`src/rtl/counter_sweep_sequencer.sv`:
```
// Sweep sequencer for an external up/down counter: load a floor, count to a ceiling,
// then reload (sawtooth) or count back down (triangle) for a programmed number of sweeps.
module counter_sweep_sequencer #(
  parameter int unsigned N  = 32,
  parameter int unsigned SW = 8
) (
  input  logic          i_clk,
  input  logic          i_rst_n,
  input  logic          i_start,
  input  logic          i_abort,
  input  logic          i_triangle,
  input  logic [N-1:0]  i_start_value,
  input  logic [N-1:0]  i_limit,
  input  logic [SW-1:0] i_sweeps,
  input  logic [N-1:0]  i_counter_value,
  input  logic          i_counter_thr,
  output logic          o_ctr_enable,
  output logic          o_ctr_dec,
  output logic          o_ctr_load,
  output logic [N-1:0]  o_ctr_ref,
  output logic          o_busy,
  output logic          o_done,
  output logic          o_error,
  output logic [SW-1:0] o_sweep_cnt
);

  typedef enum logic [2:0] {
    S_IDLE = 3'd0,
    S_LOAD = 3'd1,
    S_UP   = 3'd2,
    S_DOWN = 3'd3,
    S_DONE = 3'd4
  } state_t;

  state_t        r_state;
  state_t        w_next_state;
  logic          r_triangle;
  logic [N-1:0]  r_start;
  logic [N-1:0]  r_lim;
  logic [SW-1:0] r_sweeps;
  logic [SW-1:0] r_sweep_cnt;
  logic          r_error;

  logic          w_accept;
  logic          w_cfg_bad;
  logic          w_sweep_inc;
  logic          w_overrun;
  logic [SW-1:0] w_cnt_inc;
  logic          w_last_sweep;

  assign w_cnt_inc    = r_sweep_cnt + SW'(1);
  assign w_last_sweep = (r_sweeps != '0) && (w_cnt_inc == r_sweeps);

  // State register, latched configuration and status
  always_ff @(posedge i_clk or negedge i_rst_n) begin
    if (!i_rst_n) begin
      r_state     <= S_IDLE;
      r_triangle  <= 1'b0;
      r_start     <= '0;
      r_lim       <= '0;
      r_sweeps    <= '0;
      r_sweep_cnt <= '0;
      r_error     <= 1'b0;
    end else begin
      r_state <= w_next_state;
      if (w_accept) begin
        r_triangle  <= i_triangle;
        r_start     <= i_start_value;
        r_lim       <= i_limit;
        r_sweeps    <= i_sweeps;
        r_sweep_cnt <= '0;
        r_error     <= w_cfg_bad;
      end else begin
        if (w_sweep_inc) r_sweep_cnt <= w_cnt_inc;
        if (w_overrun)   r_error     <= 1'b1;
      end
    end
  end

  // Next-state logic and counter control decode
  always_comb begin
    w_next_state = r_state;
    w_accept     = 1'b0;
    w_cfg_bad    = 1'b0;
    w_sweep_inc  = 1'b0;
    w_overrun    = 1'b0;
    o_ctr_enable = 1'b0;
    o_ctr_dec    = 1'b0;
    o_ctr_load   = 1'b0;
    o_ctr_ref    = r_lim;
    o_busy       = (r_state != S_IDLE);
    o_done       = (r_state == S_DONE);

    case (r_state)
      S_LOAD: begin
        o_ctr_load = 1'b1;
        o_ctr_ref  = r_start;
      end
      S_UP: begin
        o_ctr_enable = (i_counter_value != r_lim);
      end
      S_DOWN: begin
        o_ctr_dec    = 1'b1;
        o_ctr_ref    = r_start;
        o_ctr_enable = (i_counter_value != r_start);
      end
      default: ;
    endcase

    if (r_state == S_IDLE) begin
      if (i_start && !i_abort) begin
        w_accept = 1'b1;
        if (i_limit <= i_start_value) w_cfg_bad = 1'b1;
        else                          w_next_state = S_LOAD;
      end
    end else if (i_abort) begin
      w_next_state = S_IDLE;
    end else begin
      case (r_state)
        S_LOAD: w_next_state = S_UP;
        S_UP: begin
          if (i_counter_thr) begin
            w_overrun    = 1'b1;
            w_next_state = S_IDLE;
          end else if (i_counter_value == r_lim) begin
            if (r_triangle) begin
              w_next_state = S_DOWN;
            end else begin
              w_sweep_inc  = 1'b1;
              w_next_state = w_last_sweep ? S_DONE : S_LOAD;
            end
          end
        end
        S_DOWN: begin
          if (i_counter_value == r_start) begin
            w_sweep_inc  = 1'b1;
            w_next_state = w_last_sweep ? S_DONE : S_UP;
          end
        end
        default: w_next_state = S_IDLE;
      endcase
    end
  end

  assign o_error     = r_error;
  assign o_sweep_cnt = r_sweep_cnt;

endmodule
```
`config.mk`:
```
export PLATFORM = sky130hd
export DESIGN_NAME = counter_sweep_sequencer
export DESIGN_NICKNAME = d
export VERILOG_FILES = /design/src/rtl/counter_sweep_sequencer.sv
export SDC_FILE = /design/constraint.sdc
export NUM_CORES = 1
export LEC_CHECK = 0
export BUFFER_PORTS_ARGS = -buffer_cell sky130_fd_sc_hd__buf_2
export CAP_MARGIN = 5
export CORE_MARGIN = 3
export CORE_UTILIZATION = 45
export DETAILED_ROUTE_END_ITERATION = 6
export PLACE_DENSITY = 0.71
export SYNTH_ARGS = -nofsm -noshare
export SYNTH_HDL_FRONTEND = slang
export SYNTH_SLANG_ARGS = --single-unit
export TNS_END_PERCENT = 10
```
`constraint.sdc`:
```
create_clock -name i_clk -period 2.5 [get_ports i_clk]
set_clock_uncertainty 0.2 [all_clocks]
set_input_delay 0.25 -clock i_clk [delete_from_list [all_inputs] [get_ports i_clk]]
set_output_delay 0.25 -clock i_clk [all_outputs]
set_load 0.05 [all_outputs]
```
# Yosys cells after proc, flatten, opt, wreduce, memory -nomap -nowiden
# Index checks and enable logic that the tools add are counted.
[classes] n_addsub=1 magnitude_cmp=1 eq_ne=13 muxes=35 reduce_logical=10
[ops] cell="$eq A32 B32 Y1" count=2
[ops] cell="$ne A32 B32 Y1" count=2
[ops] cell="$le A32 B32 Y1" count=1
[ops] cell="$mux W32" count=1
[ops] cell="$mux W3" count=10
[ops] cell="$mux W1" count=19
[ops] cell="$mux W8" count=2
[ops] cell="$pmux W3 S3" count=1
[ops] cell="$add A8 B1 Y8 const B" count=1
[ops] cell="$eq A8 B8 Y1" count=1
[ops] cell="$reduce_bool A8 Y1" count=1
[ops] cell="$eq A3 B2 Y1 const B" count=2
[ops] cell="$ne A5 B5 Y1 const B" count=1
[ops] cell="$ne A4 B4 Y1 const B" count=1
[ops] cell="$pmux W1 S2" count=2
[ops] cell="$reduce_and A4 Y1" count=1
[ops] cell="$reduce_bool A2 Y1" count=2
[ops] cell="$eq A3 B1 Y1 const B" count=1
[ops] cell="$eq A3 B3 Y1 const B" count=1
[ops] cell="$logic_not A3 Y1" count=1
[ops] cell="$reduce_bool A3 Y1" count=1
[ops] cell="$logic_and A1 B1 Y1" count=2
[ops] cell="$ne A2 B1 Y1 const B" count=1
[ops] cell="$ne A2 B2 Y1 const B" count=1
[ops] cell="2 further kinds" count=2
[totals] ff_bits=85 in_bits=110 output_inout_bits=46

# Depth between registers and ports, before layout
[logic_depth] depth_word=10 mapped_depth=9 depth_no_buf=9

# Least setup slack after synthesis
# Ideal clock, no wire load.
[synth_path] kind="register to output" startpoint="reg r_state[2]" endpoint="out o_ctr_enable" arrival_ns=2.161 required_time_ns=2.050 setup_slack_ns=-0.111 stages_incl_launch_ff=7 path_buffers=1 cell_sequence="dfrtp_1 > nand2b_1 > or2_2 > clkbuf_1 > mux2i_1 > xor2_1 > a41oi_1"
[synth_between] elab_chain_len=2
[synth_lines] item="start: declaration" line="35" text="state_t r_state;"
[synth_lines] item="start signal: assignment" line="65" text="r_state <= w_next_state;"
[synth_lines] item="$eq A3 B2 Y1" line="94" text="case (r_state)"
[synth_lines] item="$pmux W1 S2 *" line="94"
[synth_lines] item="end: declaration" line="17" text="output logic o_ctr_enable,"
# Mark *: on every way between the ends. The rest lies on a longest branch, timed or not.

# Worst setup path after layout
[layout_path] startpoint="reg r_lim[2]" endpoint="out o_ctr_enable"
[layout_between] elab_chain_len=2
[layout_lines] item="start: declaration" line="39" text="logic [N-1:0] r_lim;"
[layout_lines] item="start signal: assignment" line="69" text="r_lim <= i_limit;"
[layout_lines] item="$ne A32 B32 Y1" line="100" text="o_ctr_enable = (i_counter_value != r_lim);"
[layout_lines] item="$pmux W1 S2" line="94"
# Every way passes these cells.

==> results.sh <==
export IMPL_outcome="complete, but fails checks"
export IMPL_violations="setup timing"
export IMPL_timing_final_max_slew_violations=0
export IMPL_grt_use_met2=0.4376
export IMPL_ff2ff_path_depth=9
export IMPL_wire_length_of_the_first_global_routing_pass_um=27070
export IMPL_cts_sinks=85
export IMPL_drc_errors=0
export IMPL_ys_seq_elements=85
export IMPL_peak_supply_drop_uv=462.7
export IMPL_max_freq_mhz=372.9
export IMPL_synthesis_instances=626
export IMPL_finalHoldViolCount=0
export IMPL_place_detailed_hpwl_um=12880
export IMPL_antenna_found_initial=0
export IMPL_worst_slew_pin_slew_ps=609.9
export IMPL_layout_cell_area_non_filler_um2=7609
export IMPL_endpoint_kind_of_the_worst_setup_timing_path="output pin"
export IMPL_detail_route_wl_per_cell_um=17.17
export IMPL_fin_crit_ps=2682
export IMPL_post_place_cells=923
export IMPL_global_route_hottest_layer="met2"
export IMPL_power_density_nw_per_um2=774.2
export IMPL_drt_first_pass_iters=5
export IMPL_power_frac_seq=0.349
export IMPL_totalPowerFinal_uw=5890
export IMPL_grt_max_degree=50
export IMPL_area_sequential_um2=2127
export IMPL_layout_cells_most_common_list="sky130_fd_sc_hd__nand2_1 (161), sky130_fd_sc_hd__buf_2 (153), sky130_fd_sc_hd__dfrtp_1 (85)"
export IMPL_multi_input_area_um2=3308
export IMPL_post_route_cells_drive_above_1_share=0.2987
export IMPL_ys_warn_count=0
export IMPL_globalRouteMet3Util=0.04319
export IMPL_post_drt_via_cell_ratio=5.354
export IMPL_setup_ws_ps=-181.5
export IMPL_commonest_non_fill_non_tap_cell_in_the_layout="sky130_fd_sc_hd__nand2_1"
export IMPL_slew_headroom=0.5934
export IMPL_worstSkewPairLatency_ps=350
export IMPL_yosysSeqAreaShare=0.3844
export IMPL_tritoncts_clock_tree="yes"
export IMPL_critical_path_reg2reg_endpoint="r_state[2]"
export IMPL_cp_cell_sequence="xnor2_2 -> nand3_1 -> or4_4 -> o31ai_4 -> a41oi_2 -> buf_6"
export IMPL_worst_endpoint_required_ps=2050
export IMPL_finalWirelength_um=17170
export IMPL_hp_start="i_start_value[12]"
export IMPL_crit_path_top_delay_cell="sky130_fd_sc_hd__or4_4"
export IMPL_floorplan_core_area_um2=11710
export IMPL_top_level_ports=156
export IMPL_clkSlewWorstSetupHoldPaths_ps=60
export IMPL_global_route_overflow_total=0
export IMPL_fillCellCount=973
export IMPL_worst_hold_path_endpoint="r_start[12]"
export IMPL_cts_path_max_buffers=2
export IMPL_syn2layout_area_growth_pct=37.52
export IMPL_clockPowerShare=0.214
export IMPL_drt_iter0_markers=363
export IMPL_postSynth_asyncResetShare=1.000
export IMPL_rsz_0062_raised_after_global_routing="yes"
export IMPL_criticalPathCategory="reg2out"
export IMPL_start_util=0.4724
export IMPL_gp_congestion=0.9596
export IMPL_reg2reg_from="r_lim[17]"
export IMPL_antenna_left=0
export IMPL_power_share_combinational=0.437
export IMPL_setup_violations=7
export IMPL_cellInternalPower_uw=3401
export IMPL_r2r_setup_slack_ps=-90
export IMPL_postPlaceCellArea_um2=6590
export IMPL_grtUsageTotal=0.2587
export IMPL_global_route_usage_met1=0.3132
export IMPL_worstPathMaxFanout=3
export IMPL_critical_path_max_stage_delay_ps=580
export IMPL_layout_nets=995
export IMPL_layout_cells_non_filler=1000
export IMPL_number_of_antenna_cells_inserted=0
export IMPL_die_y_um=116.9
export IMPL_drv_max_cap_violation_count=0
export IMPL_p_sw_uw=2489
export IMPL_worstHoldPathCells=3
export IMPL_grt_pass1_vias=5502
export IMPL_synth_enable_flop_cells=0
export IMPL_number_of_h_tree_branching_levels=3
export IMPL_layout_worst_path_cycle_share=1.073
export IMPL_root_buffer="sky130_fd_sc_hd__clkbuf_16"
export IMPL_netlist_area_um2=5533
export IMPL_place_worst_setup_slack_ps=-68.72
export IMPL_power_switching_fraction=0.4226
export IMPL_placement_io_buffers=155
export IMPL_vias=5354
export IMPL_syn_nets=769
export IMPL_cp_startpoint="r_lim[2]"
export IMPL_worstHoldPathType="in2reg"
export IMPL_placement_row_count=39
export IMPL_syn_avg_cell_area_um2=8.838
export IMPL_top_reg_cell_synth="sky130_fd_sc_hd__dfrtp_1"
export IMPL_chipWidth_um=116.9
export IMPL_yosysUniqueCellTypes=47
export IMPL_power_static_leakage_uw=0.003914
export IMPL_overall_die_area_um2=13660
export IMPL_critical_path_arrival_ps=2230
export IMPL_critPathLaunchType="flip-flop"
export IMPL_number_of_buffers_created_by_cts=9
-- layout make-up --
type,count,area share
Sequential cell,85,0.2796
Timing Repair Buffer,240,0.2080
Clock buffer,15,0.03519
Inverter,37,0.01825
Clock inverter,1,0.0006578
Multi-Input combinational cell,479,0.4348
Tap cell,143,0.02352
-- flip-flops by register name, indices dropped and copies added (netlist names) --
signal,cells
o_sweep_cnt,8
r_lim,32
r_state,3
r_sweeps,8
o_error,1
r_start,32
r_triangle,1
-- cell families after synthesis --
| group | synth area share |
|---|---|
| buffers and inverters | 0.04545 |
| flip-flops | 0.3844 |
| AO/OA/AOI/OAI | 0.09476 |
| XOR/XNOR | 0.1235 |
| multiplexers | 0.07621 |
| adder cells (fa/ha/maj) | 0.07463 |
| AND/OR/NAND/NOR | 0.2010 |
-- worst max-delay path: cells and delay by family (launching register included) --
kind / cells / cell delay (ps)
DFF: 1 / 420
buffers and inverters: 1 / 190
xor gates and xnor gates: 1 / 210
AOI/OAI and AO/OA: 2 / 360
and+or+nand+nor: 2 / 690
-- Yosys cell counts, drive strengths merged (9+ instances only) --
cell,instances,share of area
a21o,13,0.018
xnor2,55,0.087
dfrtp,85,0.38
o21ai,40,0.036
nor3,12,0.012
nor2,10,0.0068
mux2,33,0.067
nand3,11,0.0099
a21oi,9,0.010
nand4,19,0.021
nand2,161,0.11
ha,33,0.075
xor2,23,0.036
nor4,9,0.010
inv,37,0.025
clkbuf,22,0.015
-- worst max path at each step --
stage | cells past startpoint | to
global route | 6 | o_ctr_enable
floorplan | 8 | r_state[1]
global placement | 7 | o_sweep_cnt[5]
finish | 6 | o_ctr_enable
detailed placement | 7 | o_sweep_cnt[5]
CTS | 6 | o_ctr_enable
-- metal layers --
metal,wire length (um),part of all wire
met5,0,0
met4,779,0.045
met3,994,0.058
met2,8254,0.48
met1,7140,0.42
-- metrics by stage --
step                TNS [ps]  utilization  hold slack (ps)
floorplan             -5.327            -           -245.6
global placement      -74.02       0.5627            93.69
detailed placement    -160.1       0.5627            95.71
CTS                   -411.3       0.6475            1.087
global route           -1594       0.6497            17.02
finish                -476.4       0.6497           0.1416
-- power groups by stage --
stage | Combinational, uW | Clock (uW) | Sequential [uW]
3_5_place_dp | 2420 | 0 | 2060
4_1_cts | 2560 | 1280 | 2050
5_1_grt | 2760 | 1330 | 2100
3_3_place_gp | 2400 | 0 | 2030
6_report | 2570 | 1260 | 2060
2_1_floorplan | 1720 | 0 | 1990
-- repair_timing --
| action | 4_1_cts | 5_1_grt |
|---|---|---|
| pin swaps | 9 | 2 |
| buffers inserted | 2 | 0 |
| hold buffers | 59 | 0 |
| endpoints found under the hold margin | 102 | 0 |
| endpoints found under the setup margin | 8 | 13 |
| resized for setup | 19 | 7 |
(Power assumes the default switching activity.)
